[config.mk]
export PLATFORM = sky130hd
export DESIGN_NAME = systolic_feeder
export DESIGN_NICKNAME = d
export VERILOG_FILES = /design/src/rtl/tpu_pkg.sv /design/src/rtl/skew_line.sv /design/src/rtl/systolic_feeder.sv
export SDC_FILE = /design/constraint.sdc
export NUM_CORES = 1
export LEC_CHECK = 0
export ABC_CLOCK_PERIOD_IN_PS = 3500
export CORE_ASPECT_RATIO = 0.9
export CORE_MARGIN = 1
export CORE_UTILIZATION = 50
export CTS_CLUSTER_SIZE = 28
export DETAILED_ROUTE_END_ITERATION = 10
export PLACE_DENSITY_LB_ADDON = 0.15
export SLEW_MARGIN = 0
export SYNTH_ARGS = -nofsm -noshare
export SYNTH_HDL_FRONTEND = slang
export SYNTH_SLANG_ARGS = --single-unit
export TNS_END_PERCENT = 5
[constraint.sdc]
create_clock -name clk -period 3.5 [get_ports clk]
set_input_delay 0.7 -clock clk [delete_from_list [all_inputs] [get_ports clk]]
set_output_delay 0.7 -clock clk [all_outputs]
set_load 0.01 [all_outputs]
[src/rtl/tpu_pkg.sv]
// Shared types and helpers for the systolic array front-end.
package tpu_pkg;

  typedef enum logic [2:0] {
    IDLE   = 3'd0,
    LOAD_W = 3'd1,
    STREAM = 3'd2,
    DRAIN  = 3'd3,
    DONE   = 3'd4
  } feeder_state_t;

  localparam int DATA_W_DEF = 8;

  // Cycles of zero injection needed to push the last real vector out of an NxN array.
  function automatic int drain_len(input int n);
    return 2 * n - 1;
  endfunction

endpackage

[src/rtl/skew_line.sv]
// Diagonal skew: row i of the slot appears on the array edge after i+1 register stages.
module skew_line #(
  parameter int N      = 2,
  parameter int DATA_W = 8
) (
  input  logic                clk,
  input  logic                reset,
  input  logic [N*DATA_W-1:0] slot_data,
  input  logic [N-1:0]        slot_tag,
  output logic [N*DATA_W-1:0] a_row,
  output logic [N-1:0]        a_tag
);

  for (genvar i = 0; i < N; i++) begin : g_row
    // Each stage carries {tag, data} for this row only.
    logic [DATA_W:0] sr [i+1];

    always_ff @(posedge clk or posedge reset) begin
      if (reset) begin
        for (int k = 0; k <= i; k++) sr[k] <= '0;
      end else begin
        sr[0] <= {slot_tag[i], slot_data[i*DATA_W +: DATA_W]};
        for (int k = 1; k <= i; k++) sr[k] <= sr[k-1];
      end
    end

    assign a_row[i*DATA_W +: DATA_W] = sr[i][DATA_W-1:0];
    assign a_tag[i]                  = sr[i][DATA_W];
  end

endmodule

[src/rtl/systolic_feeder.sv]
// Weight loader, activation skewer and drain sequencer for a weight-stationary NxN array.
// Handshakes: a beat transfers on a rising edge where valid and ready are both high;
// ready is a pure decode of registered state and never looks at valid.
module systolic_feeder
  import tpu_pkg::*;
#(
  parameter int N      = 2,
  parameter int DATA_W = DATA_W_DEF,
  parameter int CNT_W  = 16
) (
  input  logic                clk,
  input  logic                reset,
  input  logic                start,
  input  logic [CNT_W-1:0]    num_vecs,
  input  logic                s_w_valid,
  output logic                s_w_ready,
  input  logic [N*DATA_W-1:0] s_w_data,
  input  logic                s_a_valid,
  output logic                s_a_ready,
  input  logic [N*DATA_W-1:0] s_a_data,
  output logic [N-1:0]        load_weight,
  output logic [N*DATA_W-1:0] weight_row,
  output logic                pe_valid,
  output logic [N*DATA_W-1:0] a_row,
  output logic [N-1:0]        a_tag,
  output logic                busy,
  output logic                done,
  output feeder_state_t       dbg_state
);

  localparam int ROW_W = (N > 1) ? $clog2(N) : 1;
  localparam int DRN_W = $clog2(drain_len(N) + 1);

  feeder_state_t       state, next_state;
  logic [CNT_W-1:0]    num_lat, accepted;
  logic [ROW_W-1:0]    row_cnt;
  logic [DRN_W-1:0]    drain_cnt;
  logic                w_fire, a_fire, last_row, last_vec, drain_end;
  logic [N*DATA_W-1:0] slot_data;
  logic [N-1:0]        slot_tag;

  assign w_fire    = s_w_valid && s_w_ready;
  assign a_fire    = s_a_valid && s_a_ready;
  assign last_row  = (row_cnt == ROW_W'(N - 1));
  assign last_vec  = (accepted == num_lat - CNT_W'(1));
  assign drain_end = (drain_cnt == '0);
  assign dbg_state = state;

  always_ff @(posedge clk or posedge reset) begin
    if (reset) state <= IDLE;
    else       state <= next_state;
  end

  always_comb begin
    next_state = state;
    case (state)
      IDLE:    if (start) next_state = LOAD_W;
      LOAD_W:  if (w_fire && last_row) next_state = (num_lat == '0) ? DONE : STREAM;
      STREAM:  if (a_fire && last_vec) next_state = DRAIN;
      DRAIN:   if (drain_end) next_state = DONE;
      DONE:    next_state = IDLE;
      default: next_state = IDLE;
    endcase
  end

  always_comb begin
    s_w_ready = 1'b0;
    s_a_ready = 1'b0;
    pe_valid  = 1'b0;
    busy      = (state != IDLE);
    done      = 1'b0;
    case (state)
      LOAD_W: s_w_ready = 1'b1;
      STREAM: begin
        pe_valid  = 1'b1;
        s_a_ready = (accepted < num_lat);
      end
      DRAIN:  pe_valid = 1'b1;
      DONE:   done = 1'b1;
      default: ;
    endcase
  end

  always_ff @(posedge clk or posedge reset) begin
    if (reset) begin
      num_lat   <= '0;
      accepted  <= '0;
      row_cnt   <= '0;
      drain_cnt <= '0;
    end else begin
      if (state == IDLE && start) begin
        num_lat  <= num_vecs;
        accepted <= '0;
        row_cnt  <= '0;
      end
      if (w_fire) row_cnt <= row_cnt + 1'b1;
      if (a_fire) accepted <= accepted + 1'b1;
      if (state == STREAM && next_state == DRAIN)
        drain_cnt <= DRN_W'(drain_len(N) - 1);
      else if (state == DRAIN && !drain_end)
        drain_cnt <= drain_cnt - 1'b1;
    end
  end

  // Weight strobe and row are registered so each beat is presented for exactly one cycle.
  always_ff @(posedge clk or posedge reset) begin
    if (reset) begin
      load_weight <= '0;
      weight_row  <= '0;
    end else begin
      load_weight <= w_fire ? (N'(1) << row_cnt) : '0;
      weight_row  <= w_fire ? s_w_data : '0;
    end
  end

  // Only a real handshake feeds data; every other cycle injects a tagged-off zero slot.
  always_comb begin
    slot_data = a_fire ? s_a_data : '0;
    slot_tag  = a_fire ? '1 : '0;
  end

  skew_line #(.N(N), .DATA_W(DATA_W)) u_skew (
    .clk       (clk),
    .reset     (reset),
    .slot_data (slot_data),
    .slot_tag  (slot_tag),
    .a_row     (a_row),
    .a_tag     (a_tag)
  );

endmodule
After elaboration in Yosys (flattened, before gate mapping)
Index checks and enable logic that the tools add are counted.
{"block": "op_classes", "add_sub_neg": 4, "n_lt_le_gt_ge": 1, "eq_ne": 6, "shift": 1, "n_mux": 20, "reduce_logical": 16}
{"op": "16-bit two-way mux", "n": 4}
{"op": "16-bit by 1-bit adder with 16-bit output (second input constant)", "n": 1}
{"op": "16-bit equality test", "n": 1}
{"op": "16-bit zero test", "n": 1}
{"op": "16-bit < comparator", "n": 1}
{"op": "16-bit by 1-bit subtractor with 16-bit output (second input constant)", "n": 1}
{"op": "3-bit two-way mux", "n": 5}
{"op": "3-bit one-hot mux with 4 select lines", "n": 1}
{"op": "3-bit by 2-bit equality test with 1-bit output (second input constant)", "n": 3}
{"op": "2-bit two-way mux", "n": 4}
{"op": "1-bit logical AND", "n": 7}
{"op": "1-bit two-way mux", "n": 6}
{"op": "2-bit nonzero test", "n": 3}
{"op": "3-bit by 1-bit equality test with 1-bit output (second input constant)", "n": 1}
{"op": "3-bit equality test (second input constant)", "n": 1}
{"op": "3-bit zero test", "n": 1}
{"op": "3-bit nonzero test", "n": 1}
{"op": "2-bit zero test", "n": 1}
{"op": "2-bit OR reduction", "n": 1}
{"op": "1-bit by 1-bit left shift with 2-bit output (first input constant)", "n": 1}
{"op": "2-bit by 1-bit subtractor with 2-bit output (second input constant)", "n": 1}
{"op": "1-bit adder (second input constant)", "n": 1}
{"op": "1-bit zero test", "n": 1}
{"block": "word_totals", "reg_bits": 83, "inputBits": 53}

Depth between registers and ports, before layout
{"block": "depth", "ltp_word": 9, "depth_mapped": 14, "ltp_nobuf": 10}

Hierarchy
A second synthesis with hierarchy kept.
{"block": "hier_totals", "hier_cells": 402, "hier_area_um2": 4125.2}
{"module": "systolic_feeder", "n_inst": 1, "cells_each": 365, "area_each_um2": 3378.2, "seq_area_each_um2": 1401.3}
{"module": "skew_line", "n_inst": 1, "cells_each": 37, "area_each_um2": 747.0, "seq_area_each_um2": 675.6}

Least setup slack after synthesis
OpenSTA, ideal clock, no wires.
{"block": "synth_path", "path_kind": "flip-flop to flip-flop", "from": "reg num_lat[11]", "to": "reg accepted[15]", "setup_ps": 78, "arrival_ps": 2450, "t_required_ps": 3422, "path_slack_ps": 972, "stages_incl_launch_ff": 10, "path_buffers": 0, "synth_period_minus_slack_ps": 2528, "cell_sequence": "dfrtp_1 inv_1 ha_1 a211oi_2 o21ai_2 a2111oi_4 nand2_1 or4_4 or3_1 a21oi_1"}
{"block": "synth_via", "elab_chain_cells": 4, "word_cells_on_any_way": 5, "classes_between": "1 x order compare; 2 x mux; 2 x reduce/logical"}
{"item": "start: declaration", "line_no": "systolic_feeder.sv:35", "rtl": "logic [CNT_W-1:0] num_lat, accepted;"}
{"item": "start signal: assignment", "line_no": "systolic_feeder.sv:92", "rtl": "num_lat <= num_vecs;"}
{"item": "16-bit < comparator *", "line_no": "systolic_feeder.sv:76", "rtl": "s_a_ready = (accepted < num_lat);"}
{"item": "1-bit two-way mux *", "line_no": "systolic_feeder.sv:72", "rtl": "case (state)"}
{"item": "1-bit logical AND *", "line_no": "systolic_feeder.sv:43", "rtl": "assign a_fire = s_a_valid && s_a_ready;"}
{"item": "16-bit two-way mux or 2-bit nonzero test (tied branches)"}
{"item": "end signal: assignment", "line_no": "systolic_feeder.sv:97", "rtl": "if (a_fire) accepted <= accepted + 1'b1;"}
{"item": "end: declaration", "line_no": "systolic_feeder.sv:35"}
Every way passes the cells marked *; elsewhere a longest branch is shown, timed or not.
A chain may end at the register's enable or synchronous reset.

Worst setup path after layout
{"block": "layout_path", "from": "reg num_lat[11]", "to": "out s_a_ready"}
{"block": "layout_via", "elab_chain_cells": 2}
{"item": "16-bit < comparator", "line_no": "systolic_feeder.sv:76"}
{"item": "1-bit two-way mux", "line_no": "systolic_feeder.sv:72"}
{"item": "end: declaration", "line_no": "systolic_feeder.sv:19", "rtl": "output logic s_a_ready,"}
Every way passes these cells.

==> metrics.txt <==
worst vdd ir 0.0002613 V; crit path max fanout 4; P_leak 2.486 nW; Rows 30; Inst Count DP 576; core footprint 7695 sq um; Final ANT Viol Nets 0; Post-CTS Resized 0; clock sinks 82; DRT Pass-1 Iters 4; CTS Buf Count 9; Final Hold Fails 0; WL final 9120 microns; Period minus WS final 3.240 ns; commonest non-fill, non-tap cells in the layout clkdlybuf4s50_1, dfrtp_1, nand2_1; Mapped Area 4039 sq um; worst skew pair latency 0.35 ns; Cell variety after synth 49; RSZ-0062 raised after global routing no; Post-layout nets 563; R2R Path Start num_lat[11]; Setup Crit Path Kind reg2out; worst clock skew 0.01383 ns; Max Cap Violations 0; area grow syn2layout 31.10%; synthesis-stage register bit count 82; synth top area cells dfrtp_1, ha_1, and3_1, nand2_1, xnor2_1; cts hold-fix bufs 0; Clock Pin Slew Worst Setup and Hold Paths 0.09 ns; H-tree depth 3; required time worst endpoint 2.80 ns; final setup TNS 0 ns; cell area power density 411.3 nW/um^2; Worst Path Arrival 2.54 ns; hold path endpoint u_skew.a_row[10]; share of cells above drive strength 1 6.667%; Slew Viols, Final 0; CP Cell Sequence inv_1 > ha_1 > a211oi_2 > o21ai_2 > a2111oi_4 > nor2b_1 > clkdlybuf4s50_1; Worst path slowest cell clkdlybuf4s50_1; vias per cell 5.470; Power, Total 2.178 mW; die width 96.74 microns; TritonCTS clock tree done; via count 3,233; part of the cycle the worst path needs 92.58%; sequential area share after synthesis 50.81%; routed length per instance 15.43 microns; Startpoint Class flop; pin count of the biggest net entering global routing 43; DP Wirelength 6695 microns; synthesized area per cell 9.973 sq um; maximum clock insertion buffer count 2; r2r setup slk 0.73 ns; yosys warns 0; most common cell after layout, fill and taps aside clkdlybuf4s50_1; worst slew pin tran 0.7495 ns; Synth Net Count 477; leading area contributor after synthesis dfrtp_1; initial drt markers 177; Post-CTS Setup Inserts 0; drt drc 0; PortBufs 96; GPL Wtd Cong 0.8974; first-pass GRT wire length 15,150 microns; Clk Tree Root Cell clkbuf_8; FMAX 308.6 MHz; Hold Path Cell Cnt 0; final setup vio count 0; initial antenna violation count 0; Total Die Area 8442 sq um; vias in the first global route 3,121; status finished, final reports clean; Initial Util 52.49%; num ports 97; Antenna diodes 0; R2R cell count 10; Setup crit end kind output pin; Layout Cells excl Fill 591; hold_sp u_skew.g_row[1].sr[11]; Critical Path Max Stage Delay 0.54 ns; HP Class reg2reg; Die Ht 87.27 microns; gate count of the mapped netlist 405; grt ovf 0; Slew Limit Headroom 49.98%; worst reg2reg endpoint accepted[5]; gr usage total 22.87%; post-synth top area share 50.81%
[critical path: cells and delay by family, from the launching register on]
| family | cells | cell delay (ns) |
|---|---|---|
| AO/OA/AOI/OAI | 3 | 0.64 |
| adder cells (fa/ha/maj) | 1 | 0.33 |
| buffers and inverters | 2 | 0.62 |
| flip-flops | 1 | 0.42 |
| AND/OR/NAND/NOR | 1 | 0.18 |
[how the worst max path moves through the flow]
stage	startpoint	end	slack (ns)	cells after the start
2_1_floorplan	reset	accepted[0]	0.69	1
3_3_place_gp	accepted[1]	s_a_ready	0.67	7
3_5_place_dp	accepted[1]	s_a_ready	0.63	7
4_1_cts	accepted[1]	s_a_ready	0.23	7
5_1_grt	num_lat[1]	s_a_ready	0.14	8
6_report	num_lat[11]	s_a_ready	0.26	7
[registers in the layout, summed over array words and instances (netlist names), 2 cells and up]
name and cells:
u_skew.a_row 8, num_lat 16, accepted 16, u_skew.g_row.sr 17
load_weight 2, weight_row 16, drain_cnt 2, dbg_state 3
[power breakdown]
group | switching [mW] | internal, mW | total (mW)
sequential | 0.0567 | 0.986 | 1.04
combinational | 0.0960 | 0.134 | 0.230
clock | 0.358 | 0.548 | 0.906
[layer usage]
| metal | track usage (%) | up-vias | share of wire [%] |
|---|---|---|---|
| met1 | 30.24 | 1560 | 45 |
| met2 | 37.20 | 96 | 48 |
| li1 | - | 1564 | - |
| met3 | 5.939 | 13 | 6.2 |
| met5 | 0 | - | 0 |
| met4 | 7.327 | 0 | 1.4 |
[logic make-up after synthesis]
family	Yosys count	share of synthesized area, %
xor+xnor	22	4.771
flops	82	50.81
fa+ha+maj	19	5.886
buf+inv	56	6.288
mux	4	1.022
compound gates	65	10.72
simple gates	157	20.51
[final cells by class]
class                           count  area, sq um
Multi-Input combinational cell    267         1738
Tap cell                           96        120.1
Timing Repair Buffer              104         1021
Clock buffer                        9        123.9
Sequential cell                    82         2052
Fill cell                         601         2400
Inverter                           27        102.6
Clock inverter                      6        137.6
[stage by stage]
step                      setup WS, ns  util (%)  hold slack (ns)  cell area, sq um
after floorplan                 0.6916         -           0.3312              4039
after global routing            0.1423     68.81           0.3529              5295
final                           0.2596     68.81           0.3436              5295
after detailed placement        0.6309     65.41           0.3362              5034
after CTS                       0.2338     68.81           0.3486              5295
after global placement          0.6694     65.41           0.3321              5034
[cells in the mapped netlist, drive strengths merged]
cell,count
a2111oi,2
a211o,5
a211oi,2
a21o,1
a21oi,12
a221o,2
a31oi,1
a41o,1
a41oi,1
and2,20
and3,27
buf,16
clkbuf,13
dfrtp,82
ha,19
inv,27
mux2,1
mux2i,3
nand2,41
nand2b,1
nand3,21
nand3b,1
nand4,2
nor2,11
nor2b,2
nor3,11
nor3b,4
nor4,8
nor4b,2
o2111ai,1
o211ai,1
o21ai,30
o22ai,2
o311a,2
o311ai,1
o41ai,1
or2,3
or3,2
or4,1
xnor2,17
xor2,5
Note: power is estimated with default switching activity, not from simulation.
